--- src/rtl/memory_mutator_pkg.sv ---
// Shared types for the memory-stage bus sequencer: FSM states and access-size encodings.
package memory_mutator_pkg;

  typedef enum logic [1:0] {
    IDLE = 2'b00,
    BUSY = 2'b01,
    DONE = 2'b10
  } state_e;

  localparam logic [1:0] SIZE_BYTE = 2'b00;
  localparam logic [1:0] SIZE_HALF = 2'b01;
  localparam logic [1:0] SIZE_WORD = 2'b10;

endpackage

--- src/rtl/memory_mutator_align.sv ---
// Combinational lane steering: store shift, load extraction/extension, misalignment detect.
module memory_mutator_align
  import memory_mutator_pkg::*;
(
  input  logic [1:0]  access_size,
  input  logic [1:0]  offset,
  input  logic        sign,
  input  logic [3:0]  byte_en,
  input  logic [31:0] wdata,
  input  logic [31:0] bus_rdata,
  output logic        misaligned,
  output logic [3:0]  lane_be,
  output logic [31:0] lane_wdata,
  output logic [31:0] load_data
);

  logic [31:0] shifted;

  always_comb begin
    shifted    = bus_rdata >> {offset, 3'b000};
    lane_be    = byte_en << offset;
    lane_wdata = wdata << {offset, 3'b000};
    misaligned = 1'b0;
    load_data  = shifted;
    case (access_size)
      SIZE_BYTE: load_data = {{24{sign & shifted[7]}}, shifted[7:0]};
      SIZE_HALF: begin
        misaligned = offset[0];
        load_data  = {{16{sign & shifted[15]}}, shifted[15:0]};
      end
      SIZE_WORD: misaligned = |offset;
      default:   misaligned = 1'b1;
    endcase
  end

endmodule

--- src/rtl/memory_mutator_bus.sv ---
// Memory-stage bus sequencer: one req/ack transaction per latched access descriptor.
// Optional BUSY watchdog enabled with `define MEM_MUTATOR_TIMEOUT_EN.
//   state | meaning
//   IDLE  | waiting for a nonzero byte_en
//   BUSY  | bus_req held until bus_ack (or watchdog expiry)
//   DONE  | one-cycle completion; pipeline released, start ignored
module memory_mutator_bus
  import memory_mutator_pkg::*;
#(
  parameter int ADDR_W  = 32,
  parameter int TIMEOUT = 255
) (
  input  logic              clk,
  input  logic              rst,
  input  logic              rw,
  input  logic              sign,
  input  logic [3:0]        byte_en,
  input  logic [1:0]        access_size,
  input  logic [ADDR_W-1:0] addr,
  input  logic [31:0]       wdata,
  output logic              stall,
  output logic [31:0]       rdata,
  output logic              rdata_valid,
  output logic              fault,
  output logic              bus_req,
  output logic              bus_we,
  output logic [ADDR_W-1:0] bus_addr,
  output logic [3:0]        bus_be,
  output logic [31:0]       bus_wdata,
  input  logic [31:0]       bus_rdata,
  input  logic              bus_ack
);

  localparam logic [15:0] TO_LAST = 16'(TIMEOUT - 1);

  state_e            state_q, state_d;
  logic              bus_req_q, bus_req_d, bus_we_q, bus_we_d;
  logic [ADDR_W-1:0] bus_addr_q, bus_addr_d;
  logic [3:0]        bus_be_q, bus_be_d;
  logic [31:0]       bus_wdata_q, bus_wdata_d, rdata_q, rdata_d;
  logic              rdata_valid_q, rdata_valid_d, fault_q, fault_d;
  logic              start, bus_clr, misaligned;
  logic [3:0]        lane_be;
  logic [31:0]       lane_wdata, load_data;
  logic [15:0]       cnt_q, cnt_d;

  assign start = |byte_en;

  memory_mutator_align u_align (
    .access_size (access_size),
    .offset      (addr[1:0]),
    .sign        (sign),
    .byte_en     (byte_en),
    .wdata       (wdata),
    .bus_rdata   (bus_rdata),
    .misaligned  (misaligned),
    .lane_be     (lane_be),
    .lane_wdata  (lane_wdata),
    .load_data   (load_data)
  );

  always_comb begin
    state_d       = state_q;
    bus_req_d     = bus_req_q;
    bus_we_d      = bus_we_q;
    bus_addr_d    = bus_addr_q;
    bus_be_d      = bus_be_q;
    bus_wdata_d   = bus_wdata_q;
    rdata_d       = rdata_q;
    rdata_valid_d = 1'b0;
    fault_d       = 1'b0;
    cnt_d         = cnt_q;
    bus_clr       = 1'b0;
    case (state_q)
      IDLE: if (start) begin
        if (misaligned) begin
          fault_d = 1'b1;
          state_d = DONE;
        end else begin
          bus_req_d   = 1'b1;
          bus_we_d    = rw;
          bus_addr_d  = {addr[ADDR_W-1:2], 2'b00};
          bus_be_d    = lane_be;
          bus_wdata_d = lane_wdata;
          cnt_d       = '0;
          state_d     = BUSY;
        end
      end
      BUSY: begin
        if (bus_ack) begin
          bus_clr = 1'b1;
          state_d = DONE;
          if (!bus_we_q) begin
            rdata_d       = load_data;
            rdata_valid_d = 1'b1;
          end
        end
`ifdef MEM_MUTATOR_TIMEOUT_EN
        else if (cnt_q == TO_LAST) begin
          bus_clr = 1'b1;
          fault_d = 1'b1;
          state_d = DONE;
        end else begin
          cnt_d = cnt_q + 16'd1;
        end
`endif
      end
      DONE:    state_d = IDLE;
      default: state_d = IDLE;
    endcase
    if (bus_clr) begin
      bus_req_d   = 1'b0;
      bus_we_d    = 1'b0;
      bus_addr_d  = '0;
      bus_be_d    = '0;
      bus_wdata_d = '0;
    end
  end

  always_ff @(posedge clk or posedge rst) begin
    if (rst) begin
      state_q       <= IDLE;
      bus_req_q     <= 1'b0;
      bus_we_q      <= 1'b0;
      bus_addr_q    <= '0;
      bus_be_q      <= '0;
      bus_wdata_q   <= '0;
      rdata_q       <= '0;
      rdata_valid_q <= 1'b0;
      fault_q       <= 1'b0;
      cnt_q         <= '0;
    end else begin
      state_q       <= state_d;
      bus_req_q     <= bus_req_d;
      bus_we_q      <= bus_we_d;
      bus_addr_q    <= bus_addr_d;
      bus_be_q      <= bus_be_d;
      bus_wdata_q   <= bus_wdata_d;
      rdata_q       <= rdata_d;
      rdata_valid_q <= rdata_valid_d;
      fault_q       <= fault_d;
      cnt_q         <= cnt_d;
    end
  end

`ifndef MEM_MUTATOR_TIMEOUT_EN
  // Watchdog absent: the counter never leaves zero and the limit is not consulted.
  logic unused_timeout;
  assign unused_timeout = ^{TO_LAST, cnt_q};
`endif

  // Reset forces stall low even while upstream still presents the aborted access.
  assign stall       = ~rst & (((state_q == IDLE) & start) | (state_q == BUSY));
  assign rdata       = rdata_q;
  assign rdata_valid = rdata_valid_q;
  assign fault       = fault_q;
  assign bus_req     = bus_req_q;
  assign bus_we      = bus_we_q;
  assign bus_addr    = bus_addr_q;
  assign bus_be      = bus_be_q;
  assign bus_wdata   = bus_wdata_q;

endmodule

--- config.mk ---
export PLATFORM = sky130hd
export DESIGN_NAME = memory_mutator_bus
export DESIGN_NICKNAME = d
export VERILOG_FILES = /design/src/rtl/memory_mutator_pkg.sv /design/src/rtl/memory_mutator_align.sv /design/src/rtl/memory_mutator_bus.sv
export SDC_FILE = /design/constraint.sdc
export NUM_CORES = 1
export LEC_CHECK = 0
export BUFFER_PORTS_ARGS = -buffer_cell sky130_fd_sc_hd__buf_4
export CORE_ASPECT_RATIO = 0.7
export CORE_MARGIN = 10
export CORE_UTILIZATION = 30
export DETAILED_ROUTE_END_ITERATION = 8
export PLACE_DENSITY = 0.52
export SLEW_MARGIN = 20
export SYNTH_ARGS = -nofsm -noshare
export SYNTH_HDL_FRONTEND = slang
export SYNTH_HIERARCHICAL = 1
export SYNTH_SLANG_ARGS = --single-unit
--- constraint.sdc ---
create_clock -name clk -period 5.45 [get_ports clk]
set_input_delay 0.545 -clock clk [delete_from_list [all_inputs] [get_ports clk]]
set_output_delay 0.545 -clock clk [all_outputs]
set_load 0.02 [all_outputs]
==> impl_metrics.py <==
metrics = {
    "synth": {
        "synth-edff-count": 0,
        "netlist.area_leader.share_pct": 46.1,
        "synthTopCellsByArea": "dfrtp_1 (46%), mux2i_1 (17%), mux2_2 (7.8%), nand2_1 (6.5%), inv_1 (4.7%)",
        "yosysMostFrequentCell": "dfrtp_1",
        "synth_common_cells": "dfrtp_1 (104), nand2_1 (98), mux2i_1 (96)",
        "syn-instance-count": 571,
        "ys_seq_elements": 104,
        "async_flop_share_pct": 100,
        "syn_area_um2": 5640,
        "avgSynthCellArea_um2": 9.88,
        "synth_cell_types": 35,
        "synth_top_area_cell": "dfrtp_1",
        "ys.warnings.count": 6,
        "ys.flop_type": "dfrtp_1",
        "synth-seq-area-share_pct": 46.1,
    },
    "clock_tree": {
        "clkLatencyLatePin_ns": 0.34,
        "post_cts_buffers": 0,
        "cts.sinks": 104,
        "h-tree-depth": 3,
        "clk_pin_slew_ns": 0.07,
        "clockBufferDepth": 2,
        "cts_hold_buffers": 0,
        "ctsResizeCount": 0,
        "clockRootBuffer": "clkbuf_16",
        "cts-buffers-inserted": 9,
        "cts_tree": "built",
    },
    "global_route": {
        "grt_pass1_wl_um": 29200,
        "grt_pass1_vias": 5151,
        "grt_max_degree": 74,
        "antenna_found_initial": 0,
        "overflow": 0,
        "track_usage_pct": 14.7,
    },
    "critical_path": {
        "crit_top_cell": "buf_4",
        "r2r_setup_slack_ns": 3.35,
        "cp.arrival_ns": 3.19,
        "cp_cell_sequence": "buf_4, a21oi_1, nor2_1, or4_4, buf_4, mux2i_1",
        "r2r_start": "state_q[0]$_DFFE_PP0P_",
        "end_kind": "register",
        "startpoint_type": "input pin",
        "critPathMaxStageDelay_ns": 0.74,
        "crit_fanout": 73,
        "cp_slowest_cell": "or4_4",
        "crit_required_ns": 5.71,
        "crit_type": "input pin to register",
        "r2r_end": "bus_wdata[22]$_DFFE_PP0P_",
        "r2r.worst_path.cells": 3,
    },
    "sta": {
        "max_freq_mhz": 342,
        "hold_viol": 0,
        "rsz0062_at_grt": "no",
        "tightest_slew_ns": 1.07,
        "setup_viol": 0,
        "period_share_pct": 53.7,
        "slew_headroom_pct": 28.5,
        "min_period_ns": 2.93,
        "finalMaxSlewViolations": 0,
        "skew_ns": 0.00796,
        "setup-tns-final_ns": 0,
    },
    "cells_and_area": {
        "nFillCells": 1834,
        "syn_to_final_growth_pct": 34.6,
        "drive_gt1_share_pct": 36.4,
        "final_nets": 866,
        "diodes": 0,
    },
    "detailed_routing": {
        "totalWireLength_um": 18700,
        "drc": 0,
        "detail_route.iter0.violations": 171,
        "routed_via_density": 4.69,
        "detail_route.first_pass.iterations": 4,
        "wl_per_cell_um": 18.7,
        "via_count": 4685,
        "ant_nets": 0,
    },
    "placed_design": {
        "gp_congestion": 0.856,
        "hpwlAfterDp_um": 14200,
        "io_buffers": 209,
    },
    "floorplan": {
        "die_w_um": 184,
        "rows": 41,
        "start_util_pct": 30.9,
        "die_h_um": 135,
        "num_io_pins": 212,
        "dieArea_um2": 24800,
        "core_um2": 18300,
    },
    "power_and_ir_drop": {
        "peakVddDrop_uv": 183,
        "p_total_mw": 3.70,
        "p_leak_nw": 4.19,
        "powerDensity_nw_per_um2": 487,
    },
    "status": {
        "run_status": "complete, no violations",
    },
    "worst_hold_path": {
        "hold_path_class": "input pin to asynchronous set/reset pin",
    },
    "flow_run": {
        "cap_viol_max_count": 0,
    },
}
[where the power goes]
part / internal (mW) / leakage, nW / switching [mW] / total (mW)
sequential: 1.11 / 1.31 / 0.215 / 1.32
clock: 0.314 / 0.131 / 0.294 / 0.609
combinational: 0.784 / 2.75 / 0.986 / 1.77
total: 2.20 / 4.19 / 1.50 / 3.70
[placed cells by master, fill, tap and decap left out, types with 2 or more instances in the layout]
cell / count
inv_1: 70
o21ai_0: 15
a21oi_1: 20
dfrtp_1: 104
nand3b_1: 2
and2_1: 10
nor2b_1: 16
inv_6: 2
clkbuf_1: 2
buf_4: 212
mux2_2: 39
a211oi_1: 17
nor2_1: 20
clkbuf_16: 9
o21ai_2: 2
a221oi_1: 7
nand2b_1: 2
nand2_1: 98
mux2i_1: 96
conb_1: 2
[worst max-delay path: cells and delay by family]
| family | cells | cell delay [ns] |
|---|---|---|
| AO/OA/AOI/OAI | 1 | 0.17 |
| buffers and inverters | 2 | 1.18 |
| AND/OR/NAND/NOR | 2 | 1.00 |
| multiplexers | 1 | 0.24 |
[sequential cells by signal (all words and copies together), names as in the netlist]
signal,flops
rdata,32
bus_addr,30
fault,1
bus_req,1
rdata_valid,1
bus_we,1
bus_wdata,32
state_q,2
bus_be,4
[logic make-up (layout without fill, tap and decap cells)]
logic type	count (synthesis)	in the layout	share of synthesized area [%]
AO/OA/AOI/OAI	65	65	7.76
buffers and inverters	108	300	8.74
flip-flops	104	104	46.1
multiplexers	135	135	24.8
other	1	2	0.0665
AND/OR/NAND/NOR	158	158	12.5
[metal layers]
layer	up-vias	GRT usage (%)	share of wire (%)
li1	2251	-	-
met1	2273	19.0	46
met2	150	23.2	44
met3	11	5.95	9.4
met4	0	2.13	0.55
met5	-	0	0
[stage by stage]
step | util [%] | hold WS [ns] | cells | setup WS, ns | instance area (µm²)
4_1_cts | 41.6 | 0.371 | 1000 | 2.47 | 7600
5_1_grt | 41.6 | 0.408 | 1000 | 2.34 | 7600
3_5_place_dp | 40.1 | 0.497 | 984 | 2.11 | 7320
6_report | 41.6 | 0.351 | 1000 | 2.52 | 7600
2_1_floorplan | - | 0.468 | 572 | 2.17 | 5650
3_3_place_gp | 40.1 | 0.493 | 984 | 2.28 | 7320
[layout make-up]
type / count / area [µm²] / share of cell area [%]
timing repair buffer: 212 / 1590 / 21.0
clock inverter: 5 / 38.8 / 0.511
tap: 236 / 295 / 3.89
clock buffer: 11 / 233 / 3.06
sequential: 104 / 2600 / 34.3
inverter: 72 / 273 / 3.59
multi-input combinational: 360 / 2560 / 33.7
[worst max path at each step]
stage / cells past startpoint / start / slack [ns] / end
finish: 6 / addr[0] / 2.52 / bus_be[3]$_DFFE_PP0P_
global route: 6 / addr[0] / 2.34 / bus_be[3]$_DFFE_PP0P_
CTS: 6 / addr[0] / 2.47 / bus_be[3]$_DFFE_PP0P_
detailed placement: 6 / addr[0] / 2.11 / bus_wdata[20]$_DFFE_PP0P_
global placement: 6 / addr[0] / 2.28 / bus_wdata[18]$_DFFE_PP0P_
floorplan: 1 / rst / 2.17 / bus_addr[10]$_DFFE_PP0P_
Power figures use the tool's default switching activity.
